[src/rtl/time_set_ctrl_pkg.sv]
// time_set_ctrl_pkg
//   Shared definitions for the front-panel time-setting sequencer:
//   FSM state encodings, field_sel codes, BCD limits, the packed BCD time
//   record and the clamp-on-load helper.
package time_set_ctrl_pkg;

  typedef enum logic [2:0] {
    ST_IDLE     = 3'd0,
    ST_CAPTURE  = 3'd1,
    ST_EDIT_HR  = 3'd2,
    ST_EDIT_MIN = 3'd3,
    ST_EDIT_SEC = 3'd4,
    ST_COMMIT   = 3'd5
  } state_t;

  localparam logic [1:0] FS_NONE = 2'd0;
  localparam logic [1:0] FS_HR   = 2'd1;
  localparam logic [1:0] FS_MIN  = 2'd2;
  localparam logic [1:0] FS_SEC  = 2'd3;

  localparam logic [3:0] HR_MAX_T       = 4'd2;
  localparam logic [3:0] HR_MAX_O_AT_T2 = 4'd3;
  localparam logic [3:0] MS_MAX_T       = 4'd5;
  localparam logic [3:0] DIG_MAX        = 4'd9;

  typedef struct packed {
    logic [3:0] hr_t;
    logic [3:0] hr_o;
    logic [3:0] min_t;
    logic [3:0] min_o;
    logic [3:0] sec_t;
    logic [3:0] sec_o;
  } bcd_time_t;

  typedef struct packed {
    logic [3:0] t;
    logic [3:0] o;
  } bcd_pair_t;

  // Any out-of-range pair (bad digit, tens above limit, or ones above the
  // limit that applies when tens is at its maximum) loads as 00.
  function automatic bcd_pair_t clamp_pair(input bcd_pair_t p,
                                           input logic [3:0] max_t,
                                           input logic [3:0] max_o_top);
    bcd_pair_t r;
    r = p;
    if (p.t > max_t || p.o > DIG_MAX || (p.t == max_t && p.o > max_o_top))
      r = '0;
    return r;
  endfunction

  function automatic logic is_edit(input state_t s);
    return (s == ST_EDIT_HR) || (s == ST_EDIT_MIN) || (s == ST_EDIT_SEC);
  endfunction

endpackage

[src/rtl/time_set_ctrl_bcd_pair_step.sv]
// time_set_ctrl_bcd_pair_step
//   Combinational +/-1 step of a two-digit BCD pair with wrap.
//   Ports:
//     i_tens, i_ones     current pair
//     i_inc, i_dec       step direction; both or neither = hold
//     i_max_t            tens value of the pair maximum
//     i_max_o_top        ones value of the pair maximum (23 -> 3, 59 -> 9)
//     o_tens, o_ones     next pair
module time_set_ctrl_bcd_pair_step
  import time_set_ctrl_pkg::*;
(
  input  logic [3:0] i_tens,
  input  logic [3:0] i_ones,
  input  logic       i_inc,
  input  logic       i_dec,
  input  logic [3:0] i_max_t,
  input  logic [3:0] i_max_o_top,
  output logic [3:0] o_tens,
  output logic [3:0] o_ones
);

  always_comb begin
    o_tens = i_tens;
    o_ones = i_ones;
    if (i_inc && !i_dec) begin
      if (i_tens == i_max_t && i_ones == i_max_o_top) begin
        o_tens = 4'd0;
        o_ones = 4'd0;
      end else if (i_ones == DIG_MAX) begin
        o_tens = i_tens + 4'd1;
        o_ones = 4'd0;
      end else begin
        o_ones = i_ones + 4'd1;
      end
    end else if (i_dec && !i_inc) begin
      if (i_tens == 4'd0 && i_ones == 4'd0) begin
        o_tens = i_max_t;
        o_ones = i_max_o_top;
      end else if (i_ones == 4'd0) begin
        o_tens = i_tens - 4'd1;
        o_ones = DIG_MAX;
      end else begin
        o_ones = i_ones - 4'd1;
      end
    end
  end

endmodule

[src/rtl/time_set_ctrl.sv]
// time_set_ctrl
//   Front-panel time-setting sequencer for the BCD clock unit. Turns
//   debounced button pulses into an hours/minutes/seconds edit session and
//   finishes with a flop-driven overwrite pulse into the clock unit.
//   Parameters:
//     OW_CYCLES   cycles time_ow stays high in COMMIT (>=1)
//     BLINK_HALF  clk cycles per blink half-period (>=2)
//   Ports:
//     clk, rst_n                      clock, async active-low reset
//     btn_mode/inc/dec/cancel         one-cycle button pulses
//     cur_{hr,min,sec}_{t,o}          live BCD time from the clock unit
//     set_{hr,min,sec}_{t,o}          shadow BCD time to the clock unit
//     time_ow                         registered overwrite strobe
//     set_active                      high outside IDLE
//     field_sel                       0 none, 1 hr, 2 min, 3 sec
//     blink                           blank strobe for the selected field
module time_set_ctrl
  import time_set_ctrl_pkg::*;
#(
  parameter int OW_CYCLES  = 2,
  parameter int BLINK_HALF = 25_000_000
) (
  input  logic       clk,
  input  logic       rst_n,
  input  logic       btn_mode,
  input  logic       btn_inc,
  input  logic       btn_dec,
  input  logic       btn_cancel,
  input  logic [3:0] cur_hr_t,
  input  logic [3:0] cur_hr_o,
  input  logic [3:0] cur_min_t,
  input  logic [3:0] cur_min_o,
  input  logic [3:0] cur_sec_t,
  input  logic [3:0] cur_sec_o,
  output logic [3:0] set_hr_t,
  output logic [3:0] set_hr_o,
  output logic [3:0] set_min_t,
  output logic [3:0] set_min_o,
  output logic [3:0] set_sec_t,
  output logic [3:0] set_sec_o,
  output logic       time_ow,
  output logic       set_active,
  output logic [1:0] field_sel,
  output logic       blink
);

  localparam int OW_W = (OW_CYCLES > 1) ? $clog2(OW_CYCLES + 1) : 1;
  localparam int BL_W = (BLINK_HALF > 2) ? $clog2(BLINK_HALF) : 1;

  state_t            r_state;
  state_t            w_nxt;
  bcd_time_t         r_shadow;
  bcd_time_t         r_samp;
  bcd_time_t         w_cur;
  bcd_time_t         w_cur_clamped;
  logic [1:0]        r_cap_cnt;
  logic              w_cap_done;
  logic              w_step_req;
  logic [3:0]        w_sel_t;
  logic [3:0]        w_sel_o;
  logic [3:0]        w_max_t;
  logic [3:0]        w_max_o;
  logic [3:0]        w_nxt_t;
  logic [3:0]        w_nxt_o;
  logic              r_ow;
  logic [OW_W-1:0]   r_ow_cnt;
  logic              r_blink;
  logic [BL_W-1:0]   r_blink_cnt;
  logic              w_blink_clr;

  assign w_cur = {cur_hr_t, cur_hr_o, cur_min_t, cur_min_o, cur_sec_t, cur_sec_o};

  always_comb begin
    w_cur_clamped = w_cur;
    {w_cur_clamped.hr_t, w_cur_clamped.hr_o} =
      clamp_pair({w_cur.hr_t, w_cur.hr_o}, HR_MAX_T, HR_MAX_O_AT_T2);
    {w_cur_clamped.min_t, w_cur_clamped.min_o} =
      clamp_pair({w_cur.min_t, w_cur.min_o}, MS_MAX_T, DIG_MAX);
    {w_cur_clamped.sec_t, w_cur_clamped.sec_o} =
      clamp_pair({w_cur.sec_t, w_cur.sec_o}, MS_MAX_T, DIG_MAX);
  end

  // cur_* comes from the asynchronous 1 Hz domain: accept it once two
  // consecutive samples agree, or take whatever is present on the 4th cycle.
  assign w_cap_done = (r_state == ST_CAPTURE) &&
                      ((r_cap_cnt != 2'd0 && w_cur == r_samp) || r_cap_cnt == 2'd3);

  // Cancel and mode both outrank inc/dec in the same cycle.
  assign w_step_req = is_edit(r_state) && !btn_cancel && !btn_mode &&
                      (btn_inc || btn_dec);

  // ---------------- FSM: state register ----------------
  always_ff @(posedge clk or negedge rst_n) begin
    if (!rst_n) r_state <= ST_IDLE;
    else        r_state <= w_nxt;
  end

  // ---------------- FSM: next state ----------------
  always_comb begin
    w_nxt = r_state;
    unique case (r_state)
      ST_IDLE:     if (btn_mode && !btn_cancel) w_nxt = ST_CAPTURE;
      ST_CAPTURE:  if (btn_cancel) w_nxt = ST_IDLE;
                   else if (w_cap_done) w_nxt = ST_EDIT_HR;
      ST_EDIT_HR:  if (btn_cancel) w_nxt = ST_IDLE;
                   else if (btn_mode) w_nxt = ST_EDIT_MIN;
      ST_EDIT_MIN: if (btn_cancel) w_nxt = ST_IDLE;
                   else if (btn_mode) w_nxt = ST_EDIT_SEC;
      ST_EDIT_SEC: if (btn_cancel) w_nxt = ST_IDLE;
                   else if (btn_mode) w_nxt = ST_COMMIT;
      // Buttons are ignored here; the exit is purely counter driven.
      ST_COMMIT:   if (r_ow_cnt == OW_W'(OW_CYCLES)) w_nxt = ST_IDLE;
      default:     w_nxt = ST_IDLE;
    endcase
  end

  // ---------------- FSM: outputs ----------------
  always_comb begin
    set_active = (r_state != ST_IDLE);
    field_sel  = FS_NONE;
    unique case (r_state)
      ST_EDIT_HR:  field_sel = FS_HR;
      ST_EDIT_MIN: field_sel = FS_MIN;
      ST_EDIT_SEC: field_sel = FS_SEC;
      default:     field_sel = FS_NONE;
    endcase
  end

  // ---------------- capture sampler ----------------
  always_ff @(posedge clk or negedge rst_n) begin
    if (!rst_n) begin
      r_samp    <= '0;
      r_cap_cnt <= 2'd0;
    end else if (r_state == ST_CAPTURE) begin
      r_samp    <= w_cur;
      r_cap_cnt <= r_cap_cnt + 2'd1;
    end else begin
      r_cap_cnt <= 2'd0;
    end
  end

  // ---------------- field step (one stepper, muxed by field) ----------------
  always_comb begin
    w_sel_t = r_shadow.hr_t;
    w_sel_o = r_shadow.hr_o;
    w_max_t = HR_MAX_T;
    w_max_o = HR_MAX_O_AT_T2;
    unique case (r_state)
      ST_EDIT_MIN: begin
        w_sel_t = r_shadow.min_t;
        w_sel_o = r_shadow.min_o;
        w_max_t = MS_MAX_T;
        w_max_o = DIG_MAX;
      end
      ST_EDIT_SEC: begin
        w_sel_t = r_shadow.sec_t;
        w_sel_o = r_shadow.sec_o;
        w_max_t = MS_MAX_T;
        w_max_o = DIG_MAX;
      end
      default: ;
    endcase
  end

  time_set_ctrl_bcd_pair_step u_step (
    .i_tens      (w_sel_t),
    .i_ones      (w_sel_o),
    .i_inc       (btn_inc),
    .i_dec       (btn_dec),
    .i_max_t     (w_max_t),
    .i_max_o_top (w_max_o),
    .o_tens      (w_nxt_t),
    .o_ones      (w_nxt_o)
  );

  // ---------------- shadow registers ----------------
  // Written only on capture load or an accepted step, so they hold through
  // IDLE, COMMIT and after cancel.
  always_ff @(posedge clk or negedge rst_n) begin
    if (!rst_n) begin
      r_shadow <= '0;
    end else if (w_cap_done && !btn_cancel) begin
      r_shadow <= w_cur_clamped;
    end else if (w_step_req) begin
      unique case (r_state)
        ST_EDIT_HR:  {r_shadow.hr_t,  r_shadow.hr_o}  <= {w_nxt_t, w_nxt_o};
        ST_EDIT_MIN: {r_shadow.min_t, r_shadow.min_o} <= {w_nxt_t, w_nxt_o};
        ST_EDIT_SEC: {r_shadow.sec_t, r_shadow.sec_o} <= {w_nxt_t, w_nxt_o};
        default: ;
      endcase
    end
  end

  // ---------------- overwrite pulse ----------------
  // Raised on the edge that enters COMMIT, so the shadow has already been
  // stable for at least the mode cycle. Held OW_CYCLES cycles, then one low
  // cycle before the counter releases the FSM to IDLE.
  always_ff @(posedge clk or negedge rst_n) begin
    if (!rst_n) begin
      r_ow     <= 1'b0;
      r_ow_cnt <= '0;
    end else if (r_state != ST_COMMIT && w_nxt == ST_COMMIT) begin
      r_ow     <= 1'b1;
      r_ow_cnt <= '0;
    end else if (r_state == ST_COMMIT) begin
      if (r_ow_cnt != OW_W'(OW_CYCLES)) r_ow_cnt <= r_ow_cnt + 1'b1;
      r_ow <= ((32'(r_ow_cnt) + 32'd1) < 32'(OW_CYCLES));
    end else begin
      r_ow     <= 1'b0;
      r_ow_cnt <= '0;
    end
  end

  // ---------------- blink ----------------
  // Any button activity on the field (including an inc+dec that cancels out)
  // or a field change restarts the phase so the digits stay solid while edited.
  assign w_blink_clr = !is_edit(w_nxt) || (w_nxt != r_state) || w_step_req;

  always_ff @(posedge clk or negedge rst_n) begin
    if (!rst_n) begin
      r_blink     <= 1'b0;
      r_blink_cnt <= '0;
    end else if (w_blink_clr) begin
      r_blink     <= 1'b0;
      r_blink_cnt <= '0;
    end else if (r_blink_cnt == BL_W'(BLINK_HALF - 1)) begin
      r_blink     <= ~r_blink;
      r_blink_cnt <= '0;
    end else begin
      r_blink_cnt <= r_blink_cnt + 1'b1;
    end
  end

  assign {set_hr_t, set_hr_o, set_min_t, set_min_o, set_sec_t, set_sec_o} = r_shadow;
  assign time_ow = r_ow;
  assign blink   = r_blink;

endmodule

[config.mk]
export PLATFORM = sky130hd
export DESIGN_NAME = time_set_ctrl
export DESIGN_NICKNAME = d
export VERILOG_FILES = /design/src/rtl/time_set_ctrl_pkg.sv /design/src/rtl/time_set_ctrl_bcd_pair_step.sv /design/src/rtl/time_set_ctrl.sv
export SDC_FILE = /design/constraint.sdc
export NUM_CORES = 1
export LEC_CHECK = 0
export CAP_MARGIN = 40
export CORE_MARGIN = 1
export CORE_UTILIZATION = 62
export DETAILED_ROUTE_END_ITERATION = 16
export DONT_BUFFER_PORTS = 1
export PLACE_DENSITY_LB_ADDON = 0.12
export SYNTH_ARGS = -nofsm -noshare
export SYNTH_HDL_FRONTEND = slang
export SYNTH_SLANG_ARGS = --single-unit
[constraint.sdc]
create_clock -name clk -period 3.91 [get_ports clk]
set_input_delay 0.391 -clock clk [delete_from_list [all_inputs] [get_ports clk]]
set_output_delay 0.391 -clock clk [all_outputs]
set_load 0.005 [all_outputs]
==> impl_metrics.json <==
{
  "via_per_inst": 6.600,
  "post-route-drc-count": 0,
  "min_from": "cur_sec_t[0]",
  "synth_cells": 603,
  "cts_made_buffers": 9,
  "antenna_cells": 0,
  "fin_skew_ps": 18.88,
  "overflow": 0,
  "worst_setup_path_end_kind": "flop",
  "grt_pass1_vias": 4271,
  "die_y_um": 94.08,
  "vdd_drop_max_uv": 266.4,
  "clock_sinks": 82,
  "gp_congestion": 0.9650,
  "synth_seq_cells": 82,
  "ys_warn_count": 0,
  "p_int_w": 0.001580,
  "register_area_um2": 2052,
  "finalMaxSlewViolations": 0,
  "ys_async_sr_fraction": 1.000,
  "fillers": 700,
  "pwr-share-comb": 0.297,
  "rows": 33,
  "synth.most_common_cell": "nand2_1",
  "crit_start": "r_state[2]",
  "core_area_um2": 8217,
  "root_buffer": "clkbuf_8",
  "syn_to_final_growth_pct": 5.689,
  "worstSkewPairLatency_ps": 350,
  "synth_area_per_cell_um2": 8.717,
  "total_power_w": 0.002525,
  "drtIter0Drc": 514,
  "finalNetCount": 636,
  "cp.arrival_ps": 3710,
  "tightest_slew_ps": 820.6,
  "setup_viol": 0,
  "grtUsageTotal": 0.3426,
  "slowest_delay_ps": 610,
  "final_hold_viol_count": 0,
  "critPathMaxFanout": 16,
  "worstPathCellList": "or3b_2 -> o32a_1 -> and2_1 -> inv_2 -> ha_1 -> inv_1 -> nor3_1 -> a2111oi_0 -> nor3_1 -> a211oi_1",
  "antenna_found_initial": 0,
  "grt.met2_usage": 0.5371,
  "hold_class": "input port to flop",
  "hpwl_mm": 10.71,
  "timing.final.crit_share": 0.9022,
  "synth.largest_area_cell": "dfrtp_1",
  "setup_tns_ps": 0,
  "switchingPower_w": 0.0009451,
  "min_period_ps": 3528,
  "met1_usage": 0.4607,
  "grt.busiest_layer": "met2",
  "met3_usage": 0.07929,
  "grt_max_degree": 83,
  "cp.required_ps": 4100,
  "relSlewSlack": 0.4388,
  "ioPinCount": 59,
  "firstDrtPassIters": 5,
  "ant_nets": 0,
  "startpoint_type": "flop",
  "vias": 4653,
  "wire_per_inst_um": 20.60,
  "p_leak_nw": 2.420,
  "fmaxAchievable_ghz": 0.2835,
  "p_sw_frac": 0.3743,
  "post-cts-setup-buffer-count": 0,
  "synth.distinct_cells": 78,
  "seq_power_share": 0.455,
  "htreeDepth": 3,
  "drive_gt1_frac": 0.08833,
  "clock_path_buffers": 2,
  "utilization": 0.6761,
  "synth_edf_count": 0,
  "critPathKind": "flop to flop",
  "die_w_um": 94.08,
  "cts.clk_slew.worst_paths_ps": 90,
  "cap_violations": 0,
  "yosys-top-cells-count": "nand2_1, dfrtp_1, nor2_1",
  "netlist_area_um2": 5256,
  "synth_ff_type": "dfrtp_1",
  "yosysSeqAreaShare": 0.3904,
  "routed_wl_mm": 14.53,
  "p_clk_frac": 0.248,
  "synthTopCellsByArea": "dfrtp_1, nand2_1, xor2_1",
  "grt_first_pass_wirelength_mm": 22.77,
  "power_density_nw_per_um2": 454.5,
  "dieArea_um2": 8850,
  "multiInputGateArea_um2": 2990,
  "cts_tree": "built",
  "port_buffers": 0,
  "start_util": 0.6397,
  "status": "finished, final reports clean",
  "r2r-start": "r_state[2]",
  "synth_top_cell_area_share": 0.3904,
  "rsz0062_at_grt": "no",
  "slowest_stage": "dfrtp_1",
  "crit_path_frequent_cell": "nor3_1",
  "syn_nets": 644
}
-- layer usage --
metal	vias up	wire, µm
li1	2166	-
met5	-	0
met4	0	406
met3	35	1225
met2	221	6756
met1	2231	6136
-- cell usage in the layout, fill, tap and decap left out, types with 3 or more instances in the layout --
cell type,Yosys,final
a21oi_1,13,13
mux2_2,4,4
or2_2,3,3
a32o_1,4,4
and4_1,3,3
nor3_1,35,34
a211o_1,4,4
nor4_1,12,12
nor4b_1,4,4
clkbuf_8,0,9
or3_1,6,6
nor2_1,40,40
o21ai_0,15,15
o22a_1,3,3
nand2_1,107,107
and2_1,7,7
o21a_1,5,5
o22ai_1,8,8
nand3_1,26,26
mux2i_1,4,4
nand4_1,12,12
a211oi_1,3,3
buf_4,0,7
inv_1,14,14
or4_1,3,3
and3_1,13,13
xnor2_1,23,23
ha_1,11,11
inv_2,4,4
nand2b_1,4,4
a32oi_1,10,10
xor2_1,28,28
dfrtp_1,82,82
a31oi_1,5,5
-- power by group through the flow --
stage	Clock (W)	Sequential, W	Combinational, W
finish	0.000627	0.00115	0.000750
global route	0.000668	0.00116	0.000823
CTS	0.000636	0.00114	0.000736
detailed placement	0	0.00116	0.000710
global placement	0	0.00115	0.000699
floorplan	0	0.00110	0.000592
-- through the flow --
| stage | worst slack [ps] | hold slack (ps) | std cells | cell area, µm² |
|---|---|---|---|---|
| after global routing | 179.6 | 119.1 | 705 | 5555 |
| after detailed placement | 583.0 | 96.72 | 687 | 5318 |
| after floorplan | 1010 | 95.41 | 603 | 5256 |
| final | 382.5 | 132.7 | 705 | 5555 |
| after CTS | 537.1 | 116.4 | 705 | 5555 |
| after global placement | 605.6 | 96.67 | 685 | 5298 |
-- sequential cells by signal, summed over array words and instances (netlist names), 3 cells and up --
register	flops
set_hr_o	4
set_min_o	4
set_sec_o	4
set_min_t	4
r_blink_cnt	25
r_samp	24
set_sec_t	4
set_hr_t	4
r_state	3
-- kinds of logic after synthesis --
| group | after synthesis | share of synthesized area |
|---|---|---|
| simple gates | 294 | 0.2795 |
| compound gates | 108 | 0.1612 |
| flops | 82 | 0.3904 |
| xor+xnor | 51 | 0.08498 |
| buf+inv | 49 | 0.04165 |
| fa+ha+maj | 11 | 0.02618 |
| mux | 8 | 0.01619 |
-- layout make-up --
type | instances | area share
clock buffers | 9 | 0.02230
clock inverters | 7 | 0.01374
inverters | 19 | 0.01284
multi-input cells | 472 | 0.5383
flip-flops and latches | 82 | 0.3694
well taps | 105 | 0.02365
repair buffers | 11 | 0.01982
-- worst paths after layout --
kind                       depth (start not counted)  slack, ps              to
max                                               10        380     set_hr_o[1]
min                                                2        130       r_samp[4]
max reg2reg                                       10        380     set_hr_o[1]
min reg2reg                                        1        500    r_cap_cnt[0]
max in group asynchronous                          2       2910    set_min_t[0]
min in group asynchronous                          2        620  r_blink_cnt[5]
-- repair_timing --
item	CTS	global route
resized for setup	0	0
hold buffers	2	0
hold endpoints to repair	82	0
-- worst max-delay path: cells and delay by family, from the launching register on --
kind	cells	cell delay, ps
flops	1	610
simple gates	4	1660
compound gates	3	530
fa+ha+maj	1	310
buf+inv	2	250
No activity file was read; power rests on OpenSTA's default activity.
